[config.mk]
export PLATFORM = sky130hd
export DESIGN_NAME = datapath
export DESIGN_NICKNAME = d
export VERILOG_FILES = /design/src/rtl/datapath.sv
export SDC_FILE = /design/constraint.sdc
export NUM_CORES = 1
export LEC_CHECK = 0
export BUFFER_PORTS_ARGS = -buffer_cell sky130_fd_sc_hd__buf_2
export CORE_UTILIZATION = 56
export DETAILED_ROUTE_END_ITERATION = 16
export PLACE_DENSITY = 0.72
export SLEW_MARGIN = 20
export SYNTH_ARGS = -nofsm -noshare
export SYNTH_HDL_FRONTEND = slang
export SYNTH_SLANG_ARGS = --single-unit
[constraint.sdc]
create_clock -name clk_dp -period 6.26 [get_ports clk_dp]
set_input_delay 0.626 -clock clk_dp [delete_from_list [all_inputs] [get_ports clk_dp]]
set_output_delay 0.626 -clock clk_dp [all_outputs]
set_load 0.01 [all_outputs]
[src/rtl/datapath.sv]
// Accumulator datapath for the small 4-bit-PC microprocessor.
// It holds ACC, an 8-entry register file, a 16-word data memory, an ALU and a
// shifter. The control unit supplies every enable and select on each cycle,
// so this block has no sequencing logic of its own.
// Every store (RF, MEM, output port) captures the ACC value from before the
// edge, while ACC itself takes the mux value. A read-modify-write in a single
// cycle therefore always sees consistent, pre-edge operands.
module datapath #(
  parameter int WIDTH     = 8,
  parameter int RF_DEPTH  = 8,
  parameter int MEM_DEPTH = 16
) (
  input  logic             clk_dp,
  input  logic             rst_dp,
  input  logic [1:0]       muxsel_dp,
  input  logic [WIDTH-1:0] imm_dp,
  input  logic [WIDTH-1:0] input_dp,
  input  logic             accwr_dp,
  input  logic [2:0]       rfaddr_dp,
  input  logic [3:0]       mmadr_dp,
  input  logic             mmwr_dp,
  input  logic             rfwr_dp,
  input  logic [2:0]       alusel_dp,
  input  logic [1:0]       shiftsel_dp,
  input  logic             outen_dp,
  output logic             zero_dp,
  output logic             positive_dp,
  output logic [WIDTH-1:0] output_dp
);

  // ALU operation encodings
  localparam logic [2:0] ALU_PASS = 3'b000;
  localparam logic [2:0] ALU_ADD  = 3'b001;
  localparam logic [2:0] ALU_SUB  = 3'b010;
  localparam logic [2:0] ALU_AND  = 3'b011;
  localparam logic [2:0] ALU_OR   = 3'b100;
  localparam logic [2:0] ALU_NOT  = 3'b101;
  localparam logic [2:0] ALU_INC  = 3'b110;
  localparam logic [2:0] ALU_DEC  = 3'b111;

  // Shifter encodings
  localparam logic [1:0] SH_PASS = 2'b00;
  localparam logic [1:0] SH_SHL  = 2'b01;
  localparam logic [1:0] SH_SHR  = 2'b10;
  localparam logic [1:0] SH_ROR  = 2'b11;

  // ACC source encodings
  localparam logic [1:0] MUX_SHIFT = 2'b00;
  localparam logic [1:0] MUX_RF    = 2'b01;
  localparam logic [1:0] MUX_IN    = 2'b10;
  localparam logic [1:0] MUX_MEM   = 2'b11;

  logic [WIDTH-1:0] acc_q, acc_d;
  logic [WIDTH-1:0] out_q;
  logic [WIDTH-1:0] rf_q  [RF_DEPTH];
  logic [WIDTH-1:0] mem_q [MEM_DEPTH];

  logic [WIDTH-1:0] rf_rd;
  logic [WIDTH-1:0] mem_rd;
  logic [WIDTH-1:0] alu_res;
  logic [WIDTH-1:0] sh_res;

  // The immediate bus belongs to the control-unit interface, but this block
  // does not consume it.
  logic unused_imm;
  assign unused_imm = ^imm_dp;

  // Combinational read ports
  assign rf_rd  = rf_q[rfaddr_dp];
  assign mem_rd = mem_q[mmadr_dp];

  // ALU: ACC is always operand A and results wrap modulo 2^WIDTH
  always_comb begin
    alu_res = acc_q;
    unique case (alusel_dp)
      ALU_PASS: alu_res = acc_q;
      ALU_ADD:  alu_res = acc_q + rf_rd;
      ALU_SUB:  alu_res = acc_q - rf_rd;
      ALU_AND:  alu_res = acc_q & rf_rd;
      ALU_OR:   alu_res = acc_q | rf_rd;
      ALU_NOT:  alu_res = ~acc_q;
      ALU_INC:  alu_res = acc_q + WIDTH'(1);
      ALU_DEC:  alu_res = acc_q - WIDTH'(1);
      default:  alu_res = acc_q;
    endcase
  end

  // Shifter applied to the ALU result
  always_comb begin
    sh_res = alu_res;
    unique case (shiftsel_dp)
      SH_PASS: sh_res = alu_res;
      SH_SHL:  sh_res = {alu_res[WIDTH-2:0], 1'b0};
      SH_SHR:  sh_res = {1'b0, alu_res[WIDTH-1:1]};
      SH_ROR:  sh_res = {alu_res[0], alu_res[WIDTH-1:1]};
      default: sh_res = alu_res;
    endcase
  end

  // ACC input mux
  always_comb begin
    acc_d = sh_res;
    unique case (muxsel_dp)
      MUX_SHIFT: acc_d = sh_res;
      MUX_RF:    acc_d = rf_rd;
      MUX_IN:    acc_d = input_dp;
      MUX_MEM:   acc_d = mem_rd;
      default:   acc_d = sh_res;
    endcase
  end

  // ACC and output port registers; reset discards any pending write
  always_ff @(posedge clk_dp or posedge rst_dp) begin
    if (rst_dp) begin
      acc_q <= '0;
      out_q <= '0;
    end else begin
      if (accwr_dp) acc_q <= acc_d;
      if (outen_dp) out_q <= acc_q;
    end
  end

  // Register file: written with the pre-edge ACC
  always_ff @(posedge clk_dp or posedge rst_dp) begin
    if (rst_dp) begin
      for (int i = 0; i < RF_DEPTH; i++) rf_q[i] <= '0;
    end else if (rfwr_dp) begin
      rf_q[rfaddr_dp] <= acc_q;
    end
  end

  // Data memory: written with the pre-edge ACC
  always_ff @(posedge clk_dp or posedge rst_dp) begin
    if (rst_dp) begin
      for (int i = 0; i < MEM_DEPTH; i++) mem_q[i] <= '0;
    end else if (mmwr_dp) begin
      mem_q[mmadr_dp] <= acc_q;
    end
  end

  // Status flags follow the current ACC
  assign zero_dp     = (acc_q == '0);
  assign positive_dp = !acc_q[WIDTH-1] && (acc_q != '0);
  assign output_dp   = out_q;

endmodule

==> flow_summary.json, run 1 <==
{
  "status": "completed",
  "globalplace.congestion": 0.856,
  "synth_nets": 925,
  "worst_slew_pin_slew_ns": 1.09,
  "fin_crit_ns": 4.46,
  "post_cts_resized": 0,
  "cts_setup_buffers": 0,
  "diodes": 0,
  "cts_buffers": 22,
  "period_share": 0.712,
  "drc": 0,
  "core.rowCount": 50,
  "critPathMaxFanout": 29,
  "wl_um": 25400,
  "path_cells": "buf_2 > mux4_2 > mux2i_4 > and2_1 > nand2_1 > nor3_1 > o21ai_0 > nand2_1 > o21ai_0 > ha_1 > or3_1 > o21ai_0 > a21oi_1 > xor2_1 > xnor3_1 > o22ai_2 > nand4_1 > a31oi_1",
  "slew_headroom": 0.276,
  "drt_iter0_drc": 553,
  "cts_root_buf": "clkbuf_16",
  "worstPathRequired_ns": 6.67,
  "cts_hold_buf": 0,
  "synth_cells": 879,
  "hold_viol": 0,
  "clk_path_buf_depth": 3,
  "hp-class": "in -> async",
  "antenna_found_initial": 0,
  "syn-mean-instance-area_um2": 12.3,
  "ys.flop_type": "dfrtp_1",
  "drt-wirelength-per-cell_um": 22.0,
  "num_vias": 7293,
  "grt_pass1_wl_um": 41300,
  "postSynth.asyncResetShare": 1.00,
  "powerDensity_nw_per_um2": 412,
  "critPathLaunch": "rfaddr_dp[1]",
  "cts_tree": "built",
  "cp-end-kind": "flop",
  "path_depth": 18,
  "boundaryPins": 46,
  "crit_family": "simple AND/OR/NAND/NOR gates",
  "ys_types": 63,
  "finClkSkew_ns": 0.00907,
  "setup_viol": 0,
  "cpPeakStageDelay_ns": 0.63,
  "cp.arrival_ns": 4.87,
  "crit_buf_inv": 1,
  "r2r_end": "acc_q[7]",
  "maxCapViolations": 0,
  "chipHeight_um": 141,
  "tns_ns": 0,
  "htreeDepth": 1,
  "grt_pass1_vias": 7578,
  "first_pass_iters": 6,
  "critPathLaunchType": "input port",
  "port-buffer-count": 37,
  "grt_use_total": 0.268,
  "fillCellCount": 1435,
  "die_x_um": 141,
  "drv_slew": 0,
  "drtAntennaViolNets": 0,
  "grt_max_degree": 209,
  "rsz0062_at_grt": "false",
  "r2r_slack_ns": 2.19,
  "critPathKind": "in -> reg",
  "totalPowerFinal_w": 0.00489,
  "p_leak_nw": 5.06,
  "drive_above_1_share": 0.363,
  "grt-ovfl-total": 0,
  "clk_latency_ns": 0.51,
  "irDropWorstVdd_mv": 0.321,
  "num-nets-final": 925,
  "yosys_warnings": 0,
  "cts_sinks": 208,
  "core_um2": 18800,
  "dieArea_um2": 19900,
  "clk_pin_slew_ns": 0.06,
  "area_growth_pct": 9.64,
  "synth_area_um2": 10800,
  "ys_seq_area_frac": 0.481,
  "max_freq_mhz": 224,
  "r2r_cells": 17,
  "vias_per_cell": 6.31,
  "ys_ff_latch": 208,
  "start_util": 0.575,
  "r2r-start": "rf_q[1]",
  "hpwl_um": 16200,
  "crit_top_cell": "o21ai_0",
  "slowest_stage": "mux4_2",
  "synth_edf_count": 0
}
## routing by layer
metal,track usage,wire length [um]
met5,0,0
met4,0.117,994
met3,0.0340,1170
met2,0.437,12300
met1,0.365,10900
## area by class of cell
| type | count | area (um2) | area share |
|---|---|---|---|
| inverters | 16 | 63.8 | 0.00538 |
| flip-flops and latches | 208 | 5200 | 0.439 |
| clock buffers | 30 | 651 | 0.0548 |
| clock inverters | 10 | 78.8 | 0.00664 |
| repair buffers | 47 | 293 | 0.0247 |
| well taps | 260 | 325 | 0.0274 |
| multi-input cells | 584 | 5250 | 0.442 |
## sequential cells by signal (all words and copies together) (netlist names)
signal and flops:
acc_q 8, mem_q 128, output_dp 8, rf_q 64
## through the flow
step                hold WS [ns]  utilization  setup slack (ns)  cell area [um2]  cells
floorplan                  0.443            -              2.33            10800    879
global placement           0.454        0.590              1.47            11100   1114
detailed placement         0.469        0.590              1.35            11100   1114
CTS                        0.461        0.629              1.87            11800   1154
global route               0.288        0.630              1.50            11900   1155
finish                     0.218        0.630              1.80            11900   1155
## worst max path at each step
stage	end	slack [ns]
finish	acc_q[7]	1.80
detailed placement	acc_q[7]	1.35
CTS	acc_q[7]	1.87
floorplan	acc_q[2]	2.33
global placement	acc_q[7]	1.47
global route	acc_q[5]	1.50
## report_power, final
group / internal (W) / switching [W]
combinational: 0.000781 / 0.000713
sequential: 0.00182 / 0.000289
clock: 0.000736 / 0.000546
total: 0.00334 / 0.00155
## cells by family (layout without fill, tap and decap cells)
logic type / Yosys count / count (layout) / synth area share
simple gates: 171 / 171 / 0.0761
compound gates: 153 / 153 / 0.0943
fa+ha+maj: 10 / 10 / 0.0123
buf+inv: 87 / 103 / 0.0340
flops: 208 / 208 / 0.481
mux: 241 / 241 / 0.294
xor+xnor: 9 / 9 / 0.00856
## cells in the final DEF (no fill, tap or decap), types with 5 or more instances in the layout
cell	instances
clkbuf_16	22
nand2_1	63
or3_1	6
ha_1	9
o22ai_1	7
mux4_2	42
buf_4	8
buf_2	37
nand2b_1	10
nand3_1	9
a22oi_1	7
a21oi_1	25
nor3_1	12
mux2i_1	20
inv_1	14
dfrtp_1	208
o21ai_0	53
mux2_2	175
nor2_1	36
nand4_1	6
o211ai_1	10
nor2b_1	9
a31oi_1	6
xnor2_1	5
clkbuf_8	7
## synth_stat cells, drive strengths merged (4+ instances only)
cell | number | share of area
o21ai | 57 | 0.026
nor3 | 12 | 0.0055
o22ai | 8 | 0.0052
a221oi | 8 | 0.0088
mux4 | 42 | 0.087
nor2 | 36 | 0.012
nor3b | 4 | 0.0028
ha | 9 | 0.010
o22a | 4 | 0.0036
xnor2 | 5 | 0.0040
o211ai | 10 | 0.0069
inv | 16 | 0.0055
o21a | 4 | 0.0028
nand2b | 10 | 0.0058
a31oi | 7 | 0.0046
buf | 18 | 0.010
clkbuf | 53 | 0.018
mux2i | 21 | 0.021
nand3b | 4 | 0.0028
mux2 | 178 | 0.19
a211o | 4 | 0.0032
nand3 | 9 | 0.0042
nand2 | 63 | 0.022
or3 | 6 | 0.0035
dfrtp | 208 | 0.48
nand4 | 6 | 0.0035
a21oi | 25 | 0.012
nor2b | 9 | 0.0052
a22oi | 8 | 0.0060
## worst reg2reg max path, stage by stage, from the launching register on
cell     delay (ns)
dfrtp_1        0.38
mux4_2         0.51
mux2i_4        0.29
and2_1         0.20
nand2_1        0.08
nor3_1         0.25
o21ai_0        0.12
nand2_1        0.09
o21ai_0        0.08
ha_1           0.32
or3_1          0.32
o21ai_0        0.10
a21oi_1        0.09
xor2_1         0.27
xnor3_1        0.38
o22ai_2        0.15
nand4_1        0.12
a31oi_1        0.22
Power figures use the tool's default switching activity.
==> run 2: changes to the inputs <==
Clock period 6.26 ns to 3.6 ns, I/O delays scaled along.
==> run 2 against run 1 <==
Effect of this change:
- the run now ends with setup timing left
- final cell count is 6.1% higher
- setup slack worse by 1.9 ns
- critical path depth is 2 lower
- clock skew is 0.0077 ns higher
- die area stayed put
- clock power is 76% higher
- register-to-register slack worse by 2.3 ns
- non-clock buffer count is 71 higher
- sequential power is 73% higher
- wire length is 8.1% higher
- combinational power is 110% higher
- final area is 6.1% higher
- highest routed layer unchanged
==> flow_summary.json, run 2 (synthesized netlist as in run 1, its figures left out) <==
{
  "status": "complete, but fails checks",
  "violations": "setup timing",
  "layout_commonest_cell": "dfrtp_1",
  "cts_sinks": 208,
  "crit_family": "compound AO/OA/AOI/OAI gates",
  "irDropWorstVdd_mv": 0.469,
  "clk_pin_slew_ns": 0.06,
  "critPathLaunchType": "flop",
  "crit_buf_inv": 1,
  "core_um2": 18800,
  "p_int_w": 0.00616,
  "port-buffer-count": 37,
  "dieArea_um2": 19900,
  "globalplace.congestion": 0.966,
  "largest_reg_flops": 128,
  "cp-end-kind": "flop",
  "p_leak_nw": 5.44,
  "maxCapViolations": 0,
  "num-nets-final": 996,
  "hold_viol": 0,
  "worst_slew_pin_slew_ns": 0.954,
  "htreeDepth": 1,
  "layout_common_cells": "dfrtp_1 (208), mux2_2 (176), buf_4 (75)",
  "setup_slack_ns": -0.0890,
  "r2r-start": "rf_q[1]",
  "hpwl_um": 17900,
  "hold_ws_ns": 0.239,
  "cp.arrival_ns": 4.02,
  "clk_path_buf_depth": 3,
  "grt-ovfl-total": 0,
  "start_util": 0.575,
  "grt_max_degree": 79,
  "area_growth_pct": 16.4,
  "cts_root_buf": "clkbuf_16",
  "grt_pass1_vias": 8014,
  "clk_latency_ns": 0.51,
  "r2r_slack_ns": -0.09,
  "top_regs": "mem_q: 128 flops, rf_q: 64 flops",
  "slew_headroom": 0.364,
  "cpPeakStageDelay_ns": 0.50,
  "diodes": 0,
  "p_comb_frac": 0.348,
  "worstPathRequired_ns": 3.93,
  "critPathMaxFanout": 4,
  "powerDensity_nw_per_um2": 717,
  "drtAntennaViolNets": 0,
  "crit_top_cell": "o21ai_1",
  "drv_slew": 0,
  "critPathKind": "reg -> reg",
  "seqPwrFrac": 0.403,
  "boundaryPins": 46,
  "chipHeight_um": 141,
  "drt-wirelength-per-cell_um": 22.4,
  "min-delay-start": "outen_dp",
  "wl_um": 27400,
  "p_sw_frac": 0.318,
  "max_freq_mhz": 271,
  "critPathLaunch": "rf_q[1]",
  "antenna_found_initial": 0,
  "path_cells": "mux4_2 > mux2i_4 > ha_4 > inv_2 > xnor2_2 > o21ai_1 > ha_1 > nor2b_1 > o21ai_1 > nand2b_1 > nand2_2 > mux2i_2 > a22oi_1 > a211o_1 > o211ai_1 > a31oi_1",
  "setup_viol": 4,
  "top_register": "mem_q",
  "hp-class": "in -> reg",
  "die_x_um": 141,
  "fin_crit_ns": 3.69,
  "finClkSkew_ns": 0.0168,
  "first_pass_iters": 5,
  "drc": 0,
  "grt_pass1_wl_um": 43600,
  "rsz0062_at_grt": "true",
  "slowest_stage": "mux4_2",
  "clockPowerShare": 0.249,
  "drt_iter0_drc": 541,
  "vias_per_cell": 6.23,
  "num_vias": 7639,
  "period_share": 1.02,
  "place_ws_ns": -0.360,
  "switchingPower_w": 0.00287,
  "core.rowCount": 50,
  "cts_buffers": 22,
  "fillCellCount": 1326,
  "cts_tree": "built",
  "grt_use_total": 0.287,
  "drive_above_1_share": 0.439
}
-- run 2: through the flow --
step	cells	total power [W]	area [um2]	utilization	setup TNS [ns]
after floorplan	879	0.00553	10800	-	0
after global placement	1174	0.00627	11600	0.616	-1.67
after detailed placement	1174	0.00649	11600	0.616	-2.22
after CTS	1218	0.00889	12400	0.661	-0.0229
after global routing	1226	0.00945	12600	0.669	-1.03
final	1226	0.00903	12600	0.669	-0.254
-- run 2: metal layers --
metal / global-route usage / up-vias / routed length [um]
met1: 0.373 / 3907 / 11300
met3: 0.0384 / 84 / 1330
met5: 0 / - / 0
met2: 0.483 / 263 / 13700
li1: - / 3385 / -
met4: 0.131 / 0 / 1160
-- run 2: layout make-up --
class,count,area [um2],area share
tap,260,325,0.0258
multi-input combinational,584,5430,0.431
inverter,16,63.8,0.00507
clock buffer,32,648,0.0515
timing repair buffer,118,841,0.0668
clock inverter,8,81.3,0.00646
sequential,208,5200,0.413
-- run 2: worst paths after layout --
path / depth (start not counted) / endpoint
min: 2 / output_dp[4]
min reg2reg: 2 / mem_q[121]
max in group asynchronous: 4 / mem_q[69]
min in group asynchronous: 3 / mem_q[107]
max: 16 / acc_q[6]
max reg2reg: 16 / acc_q[6]
-- run 2: what timing repair did --
action | 4_1_cts | 5_1_grt
buffers inserted | 3 | 8
resized for setup | 26 | 23
hold buffers | 1 | 0
setup endpoints to repair | 6 | 8
pin swaps | 18 | 25
hold endpoints to repair | 7 | 0
-- run 2: power by group through the flow --
stage / logic [W] / registers [W] / clock network (W)
floorplan: 0.00203 / 0.00350 / 0
global placement: 0.00270 / 0.00357 / 0
detailed placement: 0.00283 / 0.00365 / 0
CTS: 0.00297 / 0.00363 / 0.00228
global route: 0.00335 / 0.00373 / 0.00237
finish: 0.00314 / 0.00364 / 0.00225
==> run 3: changes to the inputs <==
--- a/config.mk
+++ b/config.mk
@@ -7,7 +7,7 @@
 export LEC_CHECK = 0
 export BUFFER_PORTS_ARGS = -buffer_cell sky130_fd_sc_hd__buf_2
-export CORE_UTILIZATION = 56
+export CORE_UTILIZATION = 60
 export DETAILED_ROUTE_END_ITERATION = 16
-export PLACE_DENSITY = 0.72
+export PLACE_DENSITY = 0.74
 export SLEW_MARGIN = 20
 export SYNTH_ARGS = -nofsm -noshare
==> constraint.sdc (replaced) <==
create_clock -name clk_dp -period 3.8 [get_ports clk_dp]
set_input_delay 0.38 -clock clk_dp [delete_from_list [all_inputs] [get_ports clk_dp]]
set_output_delay 0.38 -clock clk_dp [all_outputs]
set_load 0.005 [all_outputs]
==> run 3 against run 2 <==
Effect of this change:
- the flow now finishes without violations
- final area is 1.7% lower
- clock-buffer cell count down 2
- final cell count fell by 3.7%
- core utilization increased by 3.9 points
- setup slack gained 0.12 ns
- register-to-register slack gained 0.12 ns
- critical path depth stayed put
- clock power decreased by 8%
- wire length decreased by 3.0%
- first-iteration DRC count is 21% higher
- total power fell by 7.9%
- combinational power shrank 11%
- largest cell class unchanged
- highest routed layer unchanged
==> flow_summary.json, run 3 (synthesized netlist as in run 1, its figures left out) <==
{
  "cts_tree": "built",
  "layout_commonest_cell": "dfrtp_1",
  "maxCapViolations": 0,
  "clockPowerShare": 0.249,
  "powerDensity_nw_per_um2": 672,
  "finalInstanceArea_um2": 12400,
  "slew_headroom": 0.271,
  "crit_top_cell": "a21o_1",
  "cp.arrival_ns": 4.11,
  "slowest_stage": "mux4_2",
  "top_regs": "mem_q: 128 flops, rf_q: 64 flops",
  "start_util": 0.619,
  "critPathMaxFanout": 3,
  "worst_slew_pin_slew_ns": 1.09,
  "cpPeakStageDelay_ns": 0.52,
  "antenna_found_initial": 0,
  "p_int_w": 0.00568,
  "p_comb_frac": 0.335,
  "hp-class": "in -> reg",
  "drtAntennaViolNets": 0,
  "grt_max_degree": 83,
  "clk_pin_slew_ns": 0.06,
  "clk_latency_ns": 0.51,
  "finClkSkew_ns": 0.0172,
  "port-buffer-count": 37,
  "fillCellCount": 1191,
  "grt_use_total": 0.298,
  "p_leak_nw": 5.36,
  "cts_buffers": 23,
  "irDropWorstVdd_mv": 0.511,
  "cts_root_buf": "clkbuf_16",
  "critPathLaunchType": "flop",
  "dpl_cell_area_um2": 11500,
  "max_freq_mhz": 265,
  "num_vias": 7575,
  "final_cells": 1181,
  "drive_above_1_share": 0.416,
  "vias_per_cell": 6.41,
  "core_um2": 17500,
  "fin_crit_ns": 3.77,
  "dieArea_um2": 18600,
  "drt-wirelength-per-cell_um": 22.6,
  "diodes": 0,
  "grt-ovfl-total": 0,
  "boundaryPins": 46,
  "rsz0062_at_grt": "true",
  "p_sw_frac": 0.318,
  "hpwl_um": 17600,
  "regArea_um2": 5200,
  "place_ws_ns": -0.369,
  "critPathKind": "reg -> reg",
  "switchingPower_w": 0.00264,
  "cts_sinks": 208,
  "path_cells": "mux4_2 > mux2i_4 > ha_1 > a21o_1 > inv_2 > ha_4 > nor2b_4 > o21a_1 > or3_4 > a21o_1 > a22o_1 > a221oi_2 > buf_4 > nand2_2 > a22oi_2 > a21oi_1",
  "clk_path_buf_depth": 3,
  "grt_pass1_vias": 7943,
  "top_register": "mem_q",
  "setup_viol": 0,
  "grt_pass1_wl_um": 42000,
  "num-nets-final": 985,
  "multi_input_area_um2": 5340,
  "setup_slack_ns": 0.0332,
  "first_pass_iters": 4,
  "period_share": 0.991,
  "die_x_um": 136,
  "dpl.cell_count": 1134,
  "chipHeight_um": 136,
  "layout_common_cells": "dfrtp_1 (208), mux2_2 (175), buf_4 (62)",
  "htreeDepth": 1,
  "status": "completed",
  "globalplace.congestion": 0.937,
  "crit_buf_inv": 2,
  "drv_slew": 0,
  "cp-end-kind": "flop",
  "hold_ws_ns": 0.265,
  "hold_viol": 0,
  "drc": 0,
  "core.rowCount": 48,
  "drt_iter0_drc": 654,
  "seqPwrFrac": 0.416,
  "area_growth_pct": 14.3,
  "wl_um": 26600,
  "worstPathRequired_ns": 4.14,
  "final_util": 0.708,
  "crit_family": "compound AO/OA/AOI/OAI gates",
  "largest_reg_flops": 128
}
## run 3: metal layers
| metal | up-vias | GRT usage | share of wire |
|---|---|---|---|
| met5 | - | 0 | 0 |
| met4 | 0 | 0.137 | 0.044 |
| met3 | 85 | 0.0373 | 0.045 |
| met2 | 235 | 0.510 | 0.51 |
| met1 | 3894 | 0.379 | 0.40 |
| li1 | 3361 | - | - |
## run 3: final timing paths
check                             end  slack, ns   startpoint  cells after the start
max                          acc_q[4]       0.03      rf_q[1]                     16
min                          acc_q[2]       0.27  input_dp[2]                      3
max in group asynchronous    rf_q[52]       2.60       rst_dp                      4
min reg2reg                mem_q[113]       0.48   mem_q[113]                      2
min in group asynchronous   mem_q[98]       0.43       rst_dp                      3
max reg2reg                  acc_q[4]       0.03      rf_q[1]                     16
## run 3: final cells by class
class,instances,area share
clock inverter,12,0.00587
timing repair buffer,106,0.0631
clock buffer,30,0.0511
tap,225,0.0228
multi-input combinational,584,0.431
sequential,208,0.421
inverter,16,0.00516
## run 3: repair_timing
action | CTS | global route
hold endpoints to repair | 0 | 14
resized for setup | 3 | 18
endpoints found under the setup margin | 3 | 6
cloned | 0 | 0
hold buffers | 0 | 1
setup buffers | 0 | 3
pin swaps | 0 | 15
## run 3: worst reg2reg max path: cells and delay by family (launching register included)
family / cells / cell delay, ns
AND/OR/NAND/NOR: 3 / 0.55
flip-flops: 1 / 0.38
multiplexers: 2 / 0.73
buffers and inverters: 2 / 0.24
AO/OA/AOI/OAI: 7 / 1.24
adder cells (fa/ha/maj): 2 / 0.46
## run 3: power by group through the flow
stage,registers (W),logic [W],clock network (W)
6_report,0.00346,0.00278,0.00207
3_3_place_gp,0.00339,0.00253,0
5_1_grt,0.00355,0.00300,0.00218
4_1_cts,0.00345,0.00270,0.00210
3_5_place_dp,0.00347,0.00267,0
2_1_floorplan,0.00331,0.00193,0
## run 3: through the flow
| step | total power, W | TNS [ns] |
|---|---|---|
| 3_5_place_dp | 0.00614 | -1.68 |
| 5_1_grt | 0.00873 | -0.271 |
| 2_1_floorplan | 0.00524 | 0 |
| 4_1_cts | 0.00825 | -0.0166 |
| 3_3_place_gp | 0.00592 | -0.889 |
| 6_report | 0.00832 | 0 |
